`src/rtl/axi_stream_pckg.sv`:
```
// Shared AXI-Stream unload parameters and the unload controller state type.
package axi_stream_pckg;

   localparam int VLW_WDT           = 64;
   localparam int M_TDATA_WDT       = 32;
   localparam int C_FFT_SIZE_LOG2   = 12;
   localparam int M_FIFO_SIZE       = 16;
   localparam int M_IF_BUFFER_SIZE  = VLW_WDT / M_TDATA_WDT;
   localparam int M_PACKET_CNT      = (1 << C_FFT_SIZE_LOG2) * M_IF_BUFFER_SIZE;
   localparam int OUTPUT_MEM_OFFSET = 0;
   localparam int MEM_RD_LAT        = 1;

   typedef enum logic [1:0] {
      UNLD_IDLE,
      UNLD_READ,
      UNLD_DRAIN
   } unload_state_t;

   function automatic int clog2_min1(input int v);
      return (v <= 1) ? 1 : $clog2(v);
   endfunction

endpackage

```
`src/rtl/axis_m_fft_unload_ctrl_fifo.sv`:
```
// First-word-fall-through word FIFO; zero-latency read of the head, one-cycle write.
// Push while full is dropped unless a pop happens in the same cycle; pop while empty is ignored.
module axis_word_fifo #(
   parameter int WIDTH = 64,
   parameter int DEPTH = 8
)(
   input  logic                       clk,
   input  logic                       rst_n,
   input  logic                       push_i,
   input  logic [WIDTH-1:0]           push_dat_i,
   input  logic                       pop_i,
   output logic [WIDTH-1:0]           pop_dat_o,
   output logic [$clog2(DEPTH+1)-1:0] count_o,
   output logic                       full_o,
   output logic                       empty_o
);
   localparam int CNT_W = $clog2(DEPTH + 1);
   localparam int PTR_W = (DEPTH > 1) ? $clog2(DEPTH) : 1;

   logic [WIDTH-1:0] mem_q [DEPTH];
   logic [PTR_W-1:0] wr_ptr_q, wr_ptr_d;
   logic [PTR_W-1:0] rd_ptr_q, rd_ptr_d;
   logic [CNT_W-1:0] count_q, count_d;
   logic             do_push, do_pop;

   function automatic logic [PTR_W-1:0] ptr_inc(input logic [PTR_W-1:0] p);
      return (p == PTR_W'(DEPTH - 1)) ? '0 : p + PTR_W'(1);
   endfunction

   assign empty_o   = (count_q == '0);
   assign full_o    = (count_q == CNT_W'(DEPTH));
   assign count_o   = count_q;
   assign pop_dat_o = mem_q[rd_ptr_q];
   assign do_pop    = pop_i && !empty_o;
   assign do_push   = push_i && (!full_o || do_pop);

   always_comb begin
      wr_ptr_d = do_push ? ptr_inc(wr_ptr_q) : wr_ptr_q;
      rd_ptr_d = do_pop ? ptr_inc(rd_ptr_q) : rd_ptr_q;
      count_d  = count_q;
      if (do_push && !do_pop) begin
         count_d = count_q + CNT_W'(1);
      end else if (do_pop && !do_push) begin
         count_d = count_q - CNT_W'(1);
      end
   end

   always_ff @(posedge clk or negedge rst_n) begin
      if (!rst_n) begin
         wr_ptr_q <= '0;
         rd_ptr_q <= '0;
         count_q  <= '0;
      end else begin
         wr_ptr_q <= wr_ptr_d;
         rd_ptr_q <= rd_ptr_d;
         count_q  <= count_d;
      end
   end

   // Storage needs no reset: the head is only observed while count is non-zero.
   always_ff @(posedge clk) begin
      if (do_push) begin
         mem_q[wr_ptr_q] <= push_dat_i;
      end
   end

endmodule

```
`src/rtl/axis_m_fft_unload_ctrl.sv`:
```
// Streams one FFT frame from result memory to AXI-Stream, upper slice first; first beat 2+MEM_RD_LAT
// cycles after start, then 1 beat/cycle. tready low stalls reads once FD words are buffered or in flight.
module axis_m_fft_unload_ctrl
   import axi_stream_pckg::*;
#(
   parameter int VLW_WDT           = axi_stream_pckg::VLW_WDT,
   parameter int M_TDATA_WDT       = axi_stream_pckg::M_TDATA_WDT,
   parameter int C_FFT_SIZE_LOG2   = axi_stream_pckg::C_FFT_SIZE_LOG2,
   parameter int M_FIFO_SIZE       = axi_stream_pckg::M_FIFO_SIZE,
   parameter int OUTPUT_MEM_OFFSET = axi_stream_pckg::OUTPUT_MEM_OFFSET,
   parameter int MEM_RD_LAT        = axi_stream_pckg::MEM_RD_LAT
)(
   input  logic                       clk,
   input  logic                       rst_n,
   input  logic                       start_i,
   output logic                       busy_o,
   output logic                       done_o,
   output logic                       mem_rd_en_o,
   output logic [C_FFT_SIZE_LOG2-1:0] mem_rd_addr_o,
   input  logic [VLW_WDT-1:0]         mem_rd_data_i,
   output logic [M_TDATA_WDT-1:0]     m_axis_tdata,
   output logic                       m_axis_tvalid,
   input  logic                       m_axis_tready,
   output logic                       m_axis_tlast
);
   localparam int N        = 1 << C_FFT_SIZE_LOG2;
   localparam int SLICES   = VLW_WDT / M_TDATA_WDT;
   localparam int PKT_CNT  = N * SLICES;
   localparam int FD       = M_FIFO_SIZE / SLICES;
   localparam int BEAT_W   = clog2_min1(PKT_CNT);
   localparam int SLICE_W  = clog2_min1(SLICES);
   localparam int CNT_W    = $clog2(FD + 1);
   localparam int INF_W    = $clog2(MEM_RD_LAT + 1);
   localparam int OCC_W    = CNT_W + INF_W;
   localparam logic [C_FFT_SIZE_LOG2-1:0] ADDR_OFS = C_FFT_SIZE_LOG2'(OUTPUT_MEM_OFFSET % N);

   unload_state_t              state_q, state_d;
   logic [C_FFT_SIZE_LOG2-1:0] rd_cnt_q, rd_cnt_d;
   logic [MEM_RD_LAT-1:0]      rd_pipe_q, rd_pipe_d;
   logic [SLICE_W-1:0]         slice_q, slice_d;
   logic [BEAT_W-1:0]          beat_q, beat_d;
   logic                       done_q, done_d;

   logic [INF_W-1:0]   inflight;
   logic [OCC_W-1:0]   occupancy;
   logic [CNT_W-1:0]   fifo_count;
   logic               fifo_full, fifo_empty;
   logic [VLW_WDT-1:0] fifo_dat;
   logic               rd_issue, hs, last_slice, last_beat, fifo_pop;

   // rd_pipe_q[i] marks a read issued i+1 cycles ago; the oldest entry is the returning word.
   always_comb begin
      inflight = '0;
      for (int i = 0; i < MEM_RD_LAT; i++) begin
         inflight = inflight + INF_W'(rd_pipe_q[i]);
      end
   end

   assign occupancy     = OCC_W'(fifo_count) + OCC_W'(inflight);
   assign rd_issue      = (state_q == UNLD_READ) && (occupancy < OCC_W'(FD));
   assign mem_rd_en_o   = rd_issue;
   assign mem_rd_addr_o = rd_issue ? (ADDR_OFS + rd_cnt_q) : '0;

   assign m_axis_tvalid = !fifo_empty;
   assign hs            = m_axis_tvalid && m_axis_tready;
   assign last_slice    = (slice_q == SLICE_W'(SLICES - 1));
   assign last_beat     = (beat_q == BEAT_W'(PKT_CNT - 1));
   assign fifo_pop      = hs && last_slice;
   assign m_axis_tlast  = m_axis_tvalid && last_beat;
   assign m_axis_tdata  = m_axis_tvalid
                        ? M_TDATA_WDT'(fifo_dat >> (M_TDATA_WDT * (SLICES - 1 - int'(slice_q))))
                        : '0;

   assign busy_o = (state_q != UNLD_IDLE);
   assign done_o = done_q;

   always_comb begin
      state_d   = state_q;
      rd_cnt_d  = rd_cnt_q;
      slice_d   = slice_q;
      beat_d    = beat_q;
      done_d    = 1'b0;
      rd_pipe_d = MEM_RD_LAT'({rd_pipe_q, rd_issue});

      if (hs) begin
         slice_d = last_slice ? '0 : slice_q + SLICE_W'(1);
         beat_d  = beat_q + BEAT_W'(1);
      end

      case (state_q)
         UNLD_IDLE: begin
            if (start_i) begin
               state_d  = UNLD_READ;
               rd_cnt_d = '0;
               slice_d  = '0;
               beat_d   = '0;
            end
         end
         UNLD_READ: begin
            if (rd_issue) begin
               rd_cnt_d = rd_cnt_q + C_FFT_SIZE_LOG2'(1);
               if (rd_cnt_q == C_FFT_SIZE_LOG2'(N - 1)) begin
                  state_d = UNLD_DRAIN;
               end
            end
         end
         UNLD_DRAIN: begin
            if (hs && last_beat) begin
               state_d = UNLD_IDLE;
               done_d  = 1'b1;
            end
         end
         default: state_d = UNLD_IDLE;
      endcase
   end

   always_ff @(posedge clk or negedge rst_n) begin
      if (!rst_n) begin
         state_q   <= UNLD_IDLE;
         rd_cnt_q  <= '0;
         rd_pipe_q <= '0;
         slice_q   <= '0;
         beat_q    <= '0;
         done_q    <= 1'b0;
      end else begin
         state_q   <= state_d;
         rd_cnt_q  <= rd_cnt_d;
         rd_pipe_q <= rd_pipe_d;
         slice_q   <= slice_d;
         beat_q    <= beat_d;
         done_q    <= done_d;
      end
   end

   axis_word_fifo #(
      .WIDTH (VLW_WDT),
      .DEPTH (FD)
   ) u_word_fifo (
      .clk        (clk),
      .rst_n      (rst_n),
      .push_i     (rd_pipe_q[MEM_RD_LAT-1]),
      .push_dat_i (mem_rd_data_i),
      .pop_i      (fifo_pop),
      .pop_dat_o  (fifo_dat),
      .count_o    (fifo_count),
      .full_o     (fifo_full),
      .empty_o    (fifo_empty)
   );

   // Credit accounting keeps the FIFO from ever filling past FD, so full is informational only.
   logic unused_full;
   assign unused_full = fifo_full;

endmodule

```
`config.mk`:
```
export PLATFORM = sky130hd
export DESIGN_NAME = axis_m_fft_unload_ctrl
export DESIGN_NICKNAME = d
export VERILOG_FILES = /design/src/rtl/axi_stream_pckg.sv /design/src/rtl/axis_m_fft_unload_ctrl_fifo.sv /design/src/rtl/axis_m_fft_unload_ctrl.sv
export SDC_FILE = /design/constraint.sdc
export NUM_CORES = 1
export LEC_CHECK = 0
export CORE_MARGIN = 2
export CORE_UTILIZATION = 39
export DETAILED_ROUTE_END_ITERATION = 8
export DONT_BUFFER_PORTS = 1
export GPL_TIMING_DRIVEN = 0
export SYNTH_ARGS = -nofsm -noshare
export SYNTH_HDL_FRONTEND = slang
export SYNTH_SLANG_ARGS = --single-unit
```
`constraint.sdc`:
```
create_clock -name clk -period 6.1 [get_ports clk]
set_clock_uncertainty 0.05 [all_clocks]
set_input_delay 1.83 -clock clk [delete_from_list [all_inputs] [get_ports clk]]
set_output_delay 1.83 -clock clk [all_outputs]
set_load 0.005 [all_outputs]
```
### Yosys cells after proc, flatten, opt, wreduce, memory -nomap -nowiden

Memories as Yosys holds them, arrays and structs flattened.
Cells that the tools add are included.
W data, S select, Z words.

| word-level totals | value |
|---|---|
| register bits | 40 |
| bits in writable memories | 512 |
| output and inout bits | 49 |
| memories | 1 |

Memories:

| name | depth | bits a word | rd ports | clocked after Yosys merged registers in | wr ports | line | source |
|---|---|---|---|---|---|---|---|
| u_word_fifo.mem_q | 8 | 64 | 1 | 0 | 1 | axis_m_fft_unload_ctrl_fifo.sv:20 | `logic [WIDTH-1:0] mem_q [DEPTH];` |

| cells by class | value |
|---|---|
| add/subtract/negate cells | 9 |
| magnitude comparators | 1 |
| equal/unequal tests | 11 |
| shift-type cells | 1 |
| muxes and demuxes | 25 |
| reductions and logical operators | 21 |

Operators by type and width:

| operator | count |
|---|---|
| $shr A64 B32 Y32 | 1 |
| $mux W13 | 3 |
| $mux W12 | 3 |
| $mux W32 | 1 |
| $pmux W12 S2 | 1 |
| $add A13 B1 Y13 const B | 1 |
| $eq A13 B13 Y1 const B | 1 |
| $add A12 B1 Y12 const B | 1 |
| $eq A12 B12 Y1 const B | 1 |
| $logic_and A1 B1 Y1 | 9 |
| $mux W1 | 8 |
| $mux W2 | 4 |
| $mux W4 | 2 |
| $add A3 B1 Y3 const B | 2 |
| $eq A3 B3 Y1 const B | 2 |
| $mux W3 | 2 |
| $ne A2 B2 Y1 const B | 3 |
| $pmux W2 S3 | 1 |
| $reduce_bool A2 Y1 | 3 |
| $add A4 B1 Y5 | 1 |
| $lt A5 B4 Y1 const B | 1 |
| $add A4 B1 Y4 const B | 1 |
| $eq A4 B4 Y1 const B | 1 |
| $logic_not A1 Y1 | 4 |
| 11 further kinds | 11 |

### Depth between registers and ports, before layout

| depth | value |
|---|---|
| depth after elaboration | 11 |
| depth in mapped cells | 14 |

### Cells and area by module

Synthesis repeated with hierarchy kept, for this count alone.

| unflattened totals | value |
|---|---|
| cell total of the unflattened synthesis | 1043 |
| area total of the unflattened synthesis | 21969.8 µm² |

Modules (own cells, without submodules):

| module | instances | cells an instance | area an instance (µm²) |
|---|---|---|---|
| axis_word_fifo | 1 | 804 | 19892.8 |
| axis_m_fft_unload_ctrl | 1 | 239 | 2077.0 |

### Worst setup path after synthesis

Ideal clock, no wire load.

| path | value |
|---|---|
| path kind | input-to-reg |
| from | in m_axis_tready |
| to | mem u_word_fifo.mem_q[0][0], enable pin |
| arrival time | 7018 ps |
| slack | -1532 ps |
| stages | 8 |
| buffers on the path | 0 |
| path through | o41ai_4 > inv_2 > ha_1 > nand2b_1 > o41ai_2 > inv_1 > nand2b_1 > nor3_1 |

| on the way | value |
|---|---|
| longest elaborated chain between the ends | 7 |

RTL lines:

| element | line | source |
|---|---|---|
| start, declared | axis_m_fft_unload_ctrl.sv:23 | `input logic m_axis_tready,` |
| $logic_and A1 B1 Y1 | axis_m_fft_unload_ctrl.sv:65 | `assign hs = m_axis_tvalid && m_axis_tready;` |
| $logic_and A1 B1 Y1 | axis_m_fft_unload_ctrl.sv:68 | `assign fifo_pop = hs && last_slice;` |
| $logic_and A1 B1 Y1 | axis_m_fft_unload_ctrl_fifo.sv:34 | `assign do_pop = pop_i && !empty_o;` |
| $logic_or A1 B1 Y1 | axis_m_fft_unload_ctrl_fifo.sv:35 | `assign do_push = push_i && (!full_o \|\| do_pop);` |
| $logic_and A1 B1 Y1 | axis_m_fft_unload_ctrl_fifo.sv:35 |  |
| net u_word_fifo.do_push | axis_m_fft_unload_ctrl_fifo.sv:24 | `logic do_push, do_pop;` |
| $mux W1 | axis_m_fft_unload_ctrl_fifo.sv:62 | `if (do_push) begin` |
| $mux W1 (not written as such) | axis_m_fft_unload_ctrl_fifo.sv:63 | `mem_q[wr_ptr_q] <= push_dat_i;` |
| end, declared | axis_m_fft_unload_ctrl_fifo.sv:20 |  |

The timed path passes the listed nets, and every way through them passes these cells.

### Worst setup path after layout

| path | value |
|---|---|
| from | reg u_word_fifo.rd_ptr_q[2] |
| to | out m_axis_tdata[21] |

| on the way | value |
|---|---|
| longest elaborated chain between the ends | 3 |

RTL lines:

| element | line | source |
|---|---|---|
| start, declared | axis_m_fft_unload_ctrl_fifo.sv:22 | `logic [PTR_W-1:0] rd_ptr_q, rd_ptr_d;` |
| start signal, assigned | axis_m_fft_unload_ctrl_fifo.sv:55 | `rd_ptr_q <= rd_ptr_d;` |
| $mem_v2 Z8 W64 | n/a |  |
| $shr A64 B32 Y32 | axis_m_fft_unload_ctrl.sv:71 | `? M_TDATA_WDT'(fifo_dat >> (M_TDATA_WDT * (SLICES - 1 - int'(slice_q))))` |
| $mux W32 | axis_m_fft_unload_ctrl.sv:71 |  |
| end, declared | axis_m_fft_unload_ctrl.sv:21 | `output logic [M_TDATA_WDT-1:0] m_axis_tdata,` |

Every way passes these cells.

==> impl_metrics.yaml <==
floorplanning:
  initial_utilization: 0.397
  io_pins: 117
  fp.dieW_um: 241
  fp.dieH_um: 241
  rows: 86
  fp.coreArea_um2: 55300
  dieArea_um2: 58200
clock_network:
  htree_levels: 2
  postCtsSetupBuffers: 0
  clk_path_buf_depth: 3
  cts_sinks: 552
  path_clk_slew_ns: 0.06
  cts-resized-gates: 0
  cts_tree: "yes"
  cts_made_buffers: 55
  cts-root-buf: "clkbuf_16"
  ctsHoldBuffers: 0
  clk_latency_ns: 0.60
min_path:
  whs_path_depth: 1
  hold_path_startpoint: "rd_cnt_q[6]"
  worst_hold_path.endpoint: "rd_cnt_q[6]"
  hp-class: "reg2reg"
job:
  drv_cap: 0
critical_path:
  cp.buffers_inverters: 4
  rrSetupSlack_ns: 1.95
  cp-start-kind: "register"
  r2r_cells: 13
  cp-end-kind: "output port"
  crit_arrival_ns: 3.48
  critPathMaxStageDelay_ns: 0.92
  path_max_fanout: 10
  crit_family: "buffers and inverters"
  reg2reg_to: "u_word_fifo.count_o[3]"
  crit_slowest_cell: "a211oi_1"
  required_ns: 4.22
  r2r_start: "u_word_fifo.count_o[0]"
  path_class: "reg2out"
  crit_chain: "buf_2 > buf_4 > buf_4 > clkbuf_1 > a211oi_1 > a211oi_1"
sta:
  hold_ws_ns: 0.490
  max-slew-margin-rel: 0.292
  post-route-period-util: 0.879
  rsz0062_at_grt: "no"
  slew_violations: 0
  tns_ns: 0
  post-route-min-period_ns: 5.36
  max_slew.worst_pin.slew_ns: 1.06
  setup_slack_ns: 0.735
  clock.fmax_mhz: 186
  hold_violations: 0
  setup_viol: 0
final_layout:
  area_growth_pct: 14.7
  final_cell_mix: "edfxtp_1, mux4_2, clkbuf_16"
  layout-drive-gt1-share: 0.247
  layout_commonest_cell: "edfxtp_1"
  fin_nets: 1224
  antenna_cells: 0
  fin_util: 0.455
  design_area_um2: 25200
  n_fill_cell: 4706
logic_synthesis:
  avgSynthCellArea_um2: 20.6
  ys_seq_area_frac: 0.746
  synthesis.nets: 1143
  synth_warnings: 0
  netlist_area_um2: 21900
  ys_types: 53
  syn_inst: 1064
  synth-seq-cells: 552
detailed_routing:
  drc_errors: 0
  vias: 10468
  via_per_inst: 5.40
  wl_per_cell_um: 25.2
  routed_wl_um: 48800
  drt_iter0_drc: 812
  ant_nets: 0
  first_pass_iters: 5
pwr:
  cellPowerDensity_nw_per_um2: 496
  vdd_drop_max_mv: 0.268
  power_leakage_uw: 0.00811
global_route:
  track_usage: 0.173
  grt_start_max_net_pins: 41
  overflow: 0
  grt_pass1_wl_um: 72400
  antenna_found_initial: 0
  grt_pass1_vias: 11020
placement:
  gp_congestion: 0.796
  pre_cts_slack_ns: 1.21
  place_hpwl_um: 32800
  numPortBuffers: 0
  placed_cell_area_um2: 23500
status:
  status: "finished clean"
[stage by stage]
stage	cells	total power, uW
finish	1938	12500
global placement	1812	9260
detailed placement	1836	9470
CTS	1938	12700
floorplan	1064	7940
global route	1938	13100
[synth_stat cells, drive strengths merged]
master	count	area, um2
nor4	3	33.8
a31o	1	8.76
a211oi	52	410
nor2	27	101
o21bai	1	7.51
o21ai	12	60.1
buf	35	274
o211ai	1	7.51
and2	2	12.5
xor2	7	61.3
o311ai	1	8.76
a311oi	1	8.76
nand2	27	104
or3b	1	8.76
and4	4	35.0
a2111oi	1	8.76
a21oi	9	45.0
dfrtp	40	1000
inv	6	22.5
mux4	127	2860
or2	1	6.26
ha	10	125
mux2i	39	390
fa	1	20.0
nor3	12	65.1
edfxtp	512	15400
and3	15	93.8
a41o	4	40.0
nor2b	29	181
a22o	3	26.3
a41oi	1	16.3
a31oi	3	18.8
o31ai	1	7.51
clkbuf	23	86.3
nand3b	1	7.51
a21o	2	15.0
xnor2	8	70.1
o41ai	3	52.6
nand2b	10	62.6
mux2	8	90.1
nand3	10	50.1
nand4	10	62.6
[flip-flops by register name, summed over array words and instances (netlist names)]
signal,cells
last_slice,1
rd_cnt_q,12
beat_q,13
rd_pipe_q,1
u_word_fifo.count_o,4
u_word_fifo.mem_q,512
done_o,1
state_q,2
u_word_fifo.wr_ptr_q,3
u_word_fifo.rd_ptr_q,3
[cells by family (layout without fill, tap and decap cells)]
family          count (synthesis)  after routing  synth area share
flops                         552            552             0.746
xor+xnor                       15             15           0.00599
simple gates                  152            152            0.0376
compound gates                 96             96            0.0338
mux                           174            174             0.152
fa+ha+maj                      11             11           0.00661
buf+inv                        64            190            0.0174
[layout make-up]
class                   count  area, um2  share of cell area
plain buffers              58        360              0.0143
clock buffers              67       1440              0.0573
clock inverters            35        240             0.00955
inverters                   6       22.5            0.000895
multi-input cells         448       5250               0.209
flip-flops and latches    552      16400               0.651
well taps                 748        936              0.0372
repair buffers             24        541              0.0215
[per-layer routing]
metal	vias up	wire (um)	GRT usage
met5	-	103	0.0126
met4	2	920	0.0460
met3	68	4220	0.0595
met2	290	23100	0.276
met1	5524	20500	0.224
li1	4584	-	-
[where the power goes]
group	total (uW)	switching [uW]	internal, uW
Clock	3170	1400	1770
Combinational	4150	2390	1760
Sequential	5170	240	4930
Total	12500	4030	8460
[worst max path at each step]
stage / start / slack, ns / cells past startpoint / end
global route: u_word_fifo.rd_ptr_q[2] / 0.66 / 6 / m_axis_tdata[21]
finish: u_word_fifo.rd_ptr_q[2] / 0.74 / 6 / m_axis_tdata[21]
global placement: m_axis_tready / -3.08 / 8 / u_word_fifo.mem_q[2][10]
floorplan: m_axis_tready / 0.20 / 8 / u_word_fifo.mem_q[2][0]
CTS: u_word_fifo.rd_ptr_q[2] / 0.85 / 6 / m_axis_tdata[21]
detailed placement: m_axis_tready / 1.21 / 12 / u_word_fifo.count_o[3]
Note: power is estimated with default switching activity, not from simulation.
